===== src/rtl/pattern_sequencer.sv =====
// pattern_sequencer: row-based note/speed sequencer feeding the tracker voice.
// Optional build macro SEQ_LOOP_EN: replay from row 0 after last_row instead of returning to idle.
package tracker_pkg;
  typedef enum logic [1:0] {INSTR_SIN, INSTR_SQUARE, INSTR_SAW, INSTR_RAND} instr_tp;
  localparam logic [3:0] MAXVOLUME = 4'hF;
  typedef struct packed {
    instr_tp    instrument;
    logic [3:0] volume;
  } note_tp;
endpackage

module pattern_sequencer
  import tracker_pkg::*;
#(
  parameter int ROWS  = 16,
  parameter int TICKW = 16,
  parameter int AW    = $clog2(ROWS)
) (
  input  logic             rst,
  input  logic             clk,
  input  logic             wr_en,
  input  logic [AW-1:0]    wr_addr,
  input  note_tp           wr_note,
  input  logic [3:0]       wr_speed,
  input  logic             start,
  input  logic             stop,
  input  logic             pause,
  input  logic [TICKW-1:0] tempo,
  input  logic [AW-1:0]    last_row,
  output note_tp           note,
  output logic [3:0]       speed,
  output logic [AW-1:0]    row,
  output logic             row_strobe,
  output logic             playing,
  output logic             done
);

  typedef enum logic [1:0] {IDLE, PLAY, PAUSE} state_t;

  typedef struct packed {
    note_tp     note;
    logic [3:0] speed;
  } row_tp;

  localparam note_tp SILENT = '{instrument: INSTR_SIN, volume: 4'd0};

  row_tp            mem [ROWS];
  state_t           state, state_n;
  logic [TICKW-1:0] tick, tick_n, tick_max;
  logic [AW-1:0]    row_n, row_nxt, load_addr;
  note_tp           note_n;
  logic [3:0]       speed_n;
  logic             row_strobe_n, playing_n, done_n;
  logic             load;

  // Pattern storage has no reset; contents are undefined until written.
  always_ff @(posedge clk) begin
    if (wr_en) mem[wr_addr] <= '{note: wr_note, speed: wr_speed};
  end

  always_ff @(posedge clk or posedge rst) begin
    if (rst) begin
      state      <= IDLE;
      tick       <= '0;
      row        <= '0;
      note       <= SILENT;
      speed      <= '0;
      row_strobe <= 1'b0;
      playing    <= 1'b0;
      done       <= 1'b0;
    end else begin
      state      <= state_n;
      tick       <= tick_n;
      row        <= row_n;
      note       <= note_n;
      speed      <= speed_n;
      row_strobe <= row_strobe_n;
      playing    <= playing_n;
      done       <= done_n;
    end
  end

  always_comb begin
    state_n      = state;
    tick_n       = tick;
    row_n        = row;
    note_n       = note;
    speed_n      = speed;
    row_strobe_n = 1'b0;
    playing_n    = playing;
    done_n       = 1'b0;
    load         = 1'b0;
    load_addr    = '0;
    tick_max     = (tempo == '0) ? '0 : tempo - TICKW'(1);
    row_nxt      = row + AW'(1);

    case (state)
      IDLE: begin
        if (start && !stop && !pause) begin
          state_n   = PLAY;
          tick_n    = '0;
          playing_n = 1'b1;
          load      = 1'b1;
        end
      end
      PLAY, PAUSE: begin
        if (stop) begin
          state_n   = IDLE;
          tick_n    = '0;
          row_n     = '0;
          note_n    = SILENT;
          speed_n   = '0;
          playing_n = 1'b0;
        end else if (pause) begin
          state_n = PAUSE;
        end else begin
          // Leaving PAUSE counts as a play cycle, so each paused cycle adds exactly one.
          state_n = PLAY;
          if (tick >= tick_max) begin
            tick_n = '0;
            if (row != last_row) begin
              load      = 1'b1;
              load_addr = row_nxt;
            end else begin
`ifdef SEQ_LOOP_EN
              load = 1'b1;
`else
              state_n   = IDLE;
              row_n     = '0;
              note_n    = SILENT;
              speed_n   = '0;
              playing_n = 1'b0;
              done_n    = 1'b1;
`endif
            end
          end else begin
            tick_n = tick + TICKW'(1);
          end
        end
      end
      default: state_n = IDLE;
    endcase

    // mem still holds pre-write contents here, so a same-cycle write is seen next visit.
    if (load) begin
      row_n        = load_addr;
      note_n       = mem[load_addr].note;
      speed_n      = mem[load_addr].speed;
      row_strobe_n = 1'b1;
    end
  end

endmodule

===== config.mk =====
export PLATFORM = sky130hd
export DESIGN_NAME = pattern_sequencer
export DESIGN_NICKNAME = d
export VERILOG_FILES = /design/src/rtl/pattern_sequencer.sv
export SDC_FILE = /design/constraint.sdc
export NUM_CORES = 1
export LEC_CHECK = 0
export CAP_MARGIN = 40
export CORE_MARGIN = 5
export CORE_UTILIZATION = 25
export CTS_CLUSTER_DIAMETER = 80
export DETAILED_ROUTE_END_ITERATION = 8
export PLACE_DENSITY_LB_ADDON = 0.25
export RECOVER_POWER = 100
export SYNTH_ARGS = -nofsm -noshare
export SYNTH_HDL_FRONTEND = slang
export SYNTH_SLANG_ARGS = --single-unit
export TNS_END_PERCENT = 100

===== constraint.sdc =====
create_clock -name clk -period 2.7 [get_ports clk]
set_clock_uncertainty 0.1 [all_clocks]
set_input_delay 0.54 -clock clk [delete_from_list [all_inputs] [get_ports clk]]
set_output_delay 0.54 -clock clk [all_outputs]
set_load 0.02 [all_outputs]

; ---- Yosys cells after proc, flatten, opt, wreduce, memory -nomap -nowiden
; Memory sizes are Yosys's and may differ from the RTL's.
; Cells that the tools add are included.
[classes]
n_addsub = 3
multipliers = 0
div_mod_pow = 0
magnitude_cmp = 1
eq_ne = 9
shift = 0
mux = 50
bitwise = 0
reduce_logical = 13
[ops]
columns = operator, n
row1 = $mux 16, 5
row2 = $mux 4, 12
row3 = $mux 6, 6
row4 = $pmux 16 s2, 1
row5 = $mux 1, 20
row6 = $add 16x1->16 const B, 1
row7 = $ge 16x16->1, 1
row8 = $logic_not 16->1, 1
row9 = $sub 16x1->16 const B, 1
row10 = $ne 3x3->1 const B, 4
row11 = $mux 2, 3
row12 = $reduce_and 5->1, 1
row13 = $add 4x1->4 const B, 1
row14 = $ne 4x4->1, 1
row15 = $pmux 1 s2, 2
row16 = $pmux 2 s2, 1
row17 = $reduce_and 4->1, 1
row18 = $reduce_bool 2->1, 2
row19 = $ne 3x2->1 const B, 1
row20 = $reduce_and 3->1, 1
row21 = $reduce_bool 3->1, 1
row22 = $eq 2x1->1 const B, 1
row23 = $eq 2x2->1 const B, 1
row24 = $logic_and 1x1->1, 2
row25 = 4 further kinds, 5
[word_totals]
regBits = 35
latchBits = 0
ram_bits = 160
rom_bits = 0
input_bits = 40
output_inout_bits = 17
n_memories = 1
[mem_list]
columns = memory, depth, word_bits, read_ports, rd_ports_with_merged_regs, write_ports, line_no
row1 = mem, 16, 10, 1, 0, 1, 47  ; row_tp mem [ROWS];

; ---- Depth between registers and ports, before layout
[depth]
ltp_word = 9
ltp_mapped = 18
depth_no_buf = 15

; ---- Worst setup path before layout
; OpenSTA, ideal clock, no wires.
[synth_timing]
path_type = input port to flip-flop
start = input port tempo[9]
end = register note[0] (netlist bit)
setup_time_ns = 0.121
arrival_time_ns = 3.879
required_time_ns = 2.479
setup_slack_ns = -1.400
stages = 17
path_buffers = 4
cell_sequence = or4_1 -> nor4_1 -> nand2b_1 -> nor2_1 -> nand4b_1 -> buf_2 -> nand2_1 -> ha_1 -> a211oi_1 -> o21ai_1 -> a32oi_1 -> a31o_2 -> buf_6 -> buf_2 -> buf_1 -> o22ai_1 -> a22o_1
[synth_via]
elab_chain_cells = 9
[synth_lines]
columns = element, line_no
row1 = "start, declared", 28  ; input logic [TICKW-1:0] tempo,
row2 = $sub 16x1->16 or $logic_not 16->1 (tied branches), 94  ; tick_max = (tempo == '0) ? '0 : tempo - TICKW'(1);
row3 = $mux 16 (*), 94
row4 = $ge 16x16->1 (*), 119  ; if (tick >= tick_max) begin
row5 = $mux 4 or $mux 1 (tied branches), 119
row6 = $mux 4 or $mux 1 (tied branches), 114  ; end else if (pause) begin
row7 = $mux 4 or $mux 1 (tied branches), 107  ; if (stop) begin
row8 = $mux 4 or $pmux 1 s2 (tied branches), 97  ; case (state)
row9 = "$mem_v2 16x10, or another cell as far along", -
row10 = $mux 6 or $reduce_and 4->1 (tied branches), -
row11 = "end signal, assigned", 75  ; note <= note_n;
row12 = "end, declared", 30  ; output note_tp note,
; Mark *: on every way between the ends. The rest lies on a longest branch, timed or not.
; A chain may end at the register's enable or synchronous reset.

; ---- Worst setup path in the final report
[layout_timing]
start = input port tempo[8]
end = register note[0] (netlist bit)
; The elaborated chain is that of the path after synthesis.

==> results by group <==
Logic synthesis
  • Number of synthesized flops with an enable pin: 160
  • Library cells used by synthesis: 62
  • Synth warnings: 0
  • #FFs+latches synth: 195
  • Post-Syn Nets: 682
  • Main synth FF type: edfxtp_1
  • Post-synth ARST share: 17.95%
  • Post-synthesis sequential area ratio: 64.42%
  • Mapped Avg Cell Area: 14.22 um2
  • Cells after synthesis: 620
  • Synthesized area: 8817 um2

Timing
  • Min Hold Slack: 0.4245 ns
  • Setup-failing EPs final: 34
  • Crit path time final: 3.803 ns
  • Achievable frequency: 263.0 MHz
  • Setup TNS: -24.15 ns
  • Max-slew headroom: 32.57%
  • Fin. max-slew vios: 0
  • Worst-Margin Slew: 1.011 ns
  • Final worst setup slack: -1.103 ns
  • Final hold viol count: 0
  • RSZ-0062 raised after global routing: yes
  • Crit share post-route: 140.8%

Run status
  • Failing checks: negative setup slack
  • Outcome: finished, violations left

Critical path
  • CP Buf/Inv Count: 5
  • Reg-to-reg critical path startpoint: tick[15]$_DFFE_PP0P_
  • Slowest Stage Delay on Critical Path: 0.54 ns
  • Crit end category: register
  • Most used cell, CP: buf_12
  • CP Max Fanout: 8
  • Crit path DAT: 4.07 ns
  • Critical-path top delay cell: or4_4
  • CP Launch Type: input pin
  • Critical setup path kind: in2reg
  • Cell family with most CP delay: simple AND/OR/NAND/NOR gates
  • Reg2Reg Depth: 12
  • Reg-to-Reg End: note[0]$_DFFE_PP0P_
  • Worst reg-to-reg setup slack: -0.08 ns
  • CP Data Required Time: 2.97 ns
  • Crit-path cells: buf_6, or4_4, nor4_4, nand2b_1, nor2_2, buf_4, a41oi_2, ha_1, nand4_1, nor3_2, a32oi_1, a31o_2, buf_12, buf_12, nor3b_4, buf_12, o311ai_4, o211ai_1, a22o_1

Layout
  • FF/Latch Area: 5682 um2
  • Nets@finish: 840
  • Final cell count without fillers: 1246
  • Area Growth Syn to Fin: 32.67%
  • Layout cell share with drive strength beyond 1: 27.31%
  • Most common cell after layout, fill and taps aside: edfxtp_1
  • Antenna Cells: 0
  • Fill cells: 3445
  • Commonest cells after routing, fill and taps aside: edfxtp_1, buf_4, nor2_1, nand2_1, dfrtp_1
  • Area of the multi-input gates: 3278 um2

Drt
  • Via Count: 5764
  • DRT Pass-1 Iters: 4
  • Final WL: 22.55 mm
  • DRC: 0
  • Wire length per cell: 18.10 um
  • Antenna-violating nets left: 0
  • DR iter-0 viols: 388
  • Via/cell ratio: 4.626

Global routing
  • Initial antenna violation count: 0
  • Gr usage total: 11.70%
  • Gr ovfl total: 0
  • Vias in the first global route: 6093
  • Pin count of the biggest net entering global routing: 53
  • First-pass GRT wire length: 35.29 mm

Place
  • DP Wirelength: 15.42 mm
  • Port Buffers: 56
  • Inst Count DP: 1201
  • GP Congestion: 0.7793

Worst hold path
  • Hold Crit Start: playing$_DFFE_PP0P_
  • Hold Path Depth: 2
  • Hold Path Class: reg2reg
  • Worst Hold End: playing$_DFFE_PP0P_

Floorplanning
  • Initial Util: 25.40%
  • Area of the die: 39120 um2
  • # rows: 68
  • I/O Pins: 57
  • Core box area: 34710 um2
  • Die Wd: 197.8 um
  • DIE HEIGHT: 197.8 um

Clocking
  • CTS buffer count: 17
  • Clock Path Buffers: 2
  • CTS tree: built
  • CTS Sinks: 195
  • Clk pin slew, worst setup/hold paths: 0.08 ns
  • H-tree depth: 4
  • Hold buffers post-CTS: 0
  • Worst skew pair latency: 0.44 ns
  • CTS root buffer: clkbuf_16

Pwr
  • Total power: 7.243 mW
  • Peak supply drop: 416.8 uV
  • Power Dens Cells: 619.2 nW/um2
  • Leak: 4.143 nW

Flow run
  • Number of max-cap violations: 0
==> synth_stat cells, drive strengths merged, types with 3 or more instances <==
master  number  area [um2]
edfxtp     160        4805
mux2        18       202.7
mux2i       24       240.2
nor4         5       46.29
a221oi       3       26.28
o211ai       8       60.06
xnor2        9       78.83
xor2        22       192.7
nand2       41       153.9
o31ai        9       67.56
nor2        41       153.9
o22ai       11       68.82
inv         10       37.54
buf         19       106.4
nand3        8       40.04
nand2b       7       43.79
o22a         7       70.07
and3         3       18.77
a211oi      11       82.58
a211o        3       26.28
nor3        14       75.07
a21oi       29       160.2
ha          22       275.3
mux4        10       225.2
and2         3       21.27
a21o         4       30.03
or3b         3       26.28
nand4        8       50.05
a22o        12       105.1
o21ai        6       30.02
o32ai       17       148.9
dfrtp       35       875.8
o311ai       7       61.31
clkbuf      11       42.54
==> layout make-up <==
type,instances,area share (%)
flip-flops and latches,195,48.57
well taps,455,4.867
inverters,10,0.3209
clock buffers,18,3.669
repair buffers,169,13.04
multi-input cells,385,28.02
clock inverters,14,1.508
==> power breakdown <==
part | internal, mW | switching (mW) | leakage (nW)
combinational | 0.534 | 0.635 | 1.94
clock | 1.27 | 1.28 | 0.290
sequential | 3.41 | 0.117 | 1.92
==> routing by layer <==
metal	global-route usage [%]	vias up	wire length, um
met2	18.84	108	10380
met1	16.32	2887	10960
li1	-	2750	-
met3	2.314	19	885
met4	2.831	0	320
met5	0	-	0
==> worst register-to-register path, cell delays in order, from the launching register on <==
cell	delay [ns]
dfrtp_1	0.40
ha_1	0.31
nand4_1	0.16
nor3_2	0.19
a32oi_1	0.14
a31o_2	0.31
buf_12	0.16
buf_12	0.14
nor3b_4	0.23
buf_12	0.16
o311ai_4	0.09
o211ai_1	0.17
a22o_1	0.18
==> worst max path at each step <==
| stage | startpoint | depth (start not counted) | slack (ns) | end |
|---|---|---|---|---|
| after floorplan | tempo[6] | 17 | -1.26 | note[1]$_DFFE_PP0P_ |
| after global placement | tempo[6] | 16 | -2.11 | note[2]$_DFFE_PP0P_ |
| after detailed placement | tempo[6] | 18 | -2.12 | note[1]$_DFFE_PP0P_ |
| after CTS | tempo[8] | 20 | -1.07 | note[0]$_DFFE_PP0P_ |
| after global routing | tempo[8] | 19 | -1.31 | note[0]$_DFFE_PP0P_ |
| final | tempo[8] | 19 | -1.10 | note[0]$_DFFE_PP0P_ |
==> flip-flops by register name (all words and copies together), names as in the netlist <==
register / flops
mem: 160
speed: 4
tick: 16
row_strobe: 1
note: 6
row: 4
state: 2
playing: 1
done: 1
==> metrics by stage <==
| step | area [um2] | setup WS, ns | utilization, % |
|---|---|---|---|
| after global placement | 10770 | -2.109 | 31.02 |
| after floorplan | 8935 | -1.264 | - |
| after CTS | 11690 | -1.075 | 33.67 |
| final | 11700 | -1.103 | 33.70 |
| after detailed placement | 10770 | -2.122 | 31.02 |
| after global routing | 11700 | -1.310 | 33.70 |
==> timing repair <==
| action | in CTS | in global routing |
|---|---|---|
| buffers inserted | 8 | 4 |
| resized for setup | 61 | 10 |
| gates cloned | 1 | 0 |
| pin swaps | 29 | 10 |
| endpoints found under the setup margin | 34 | 34 |
==> cells by family (layout without fill, tap and decap cells) <==
kind of cell	Yosys count	after routing	share of synthesized area [%]
buffers and inverters	40	211	2.114
adder cells (fa/ha/maj)	22	22	3.122
multiplexers	52	52	7.578
AO/OA/AOI/OAI	136	136	11.51
flip-flops	195	195	64.42
XOR/XNOR	31	31	3.079
AND/OR/NAND/NOR	144	144	8.174
Power figures use the tool's default switching activity.
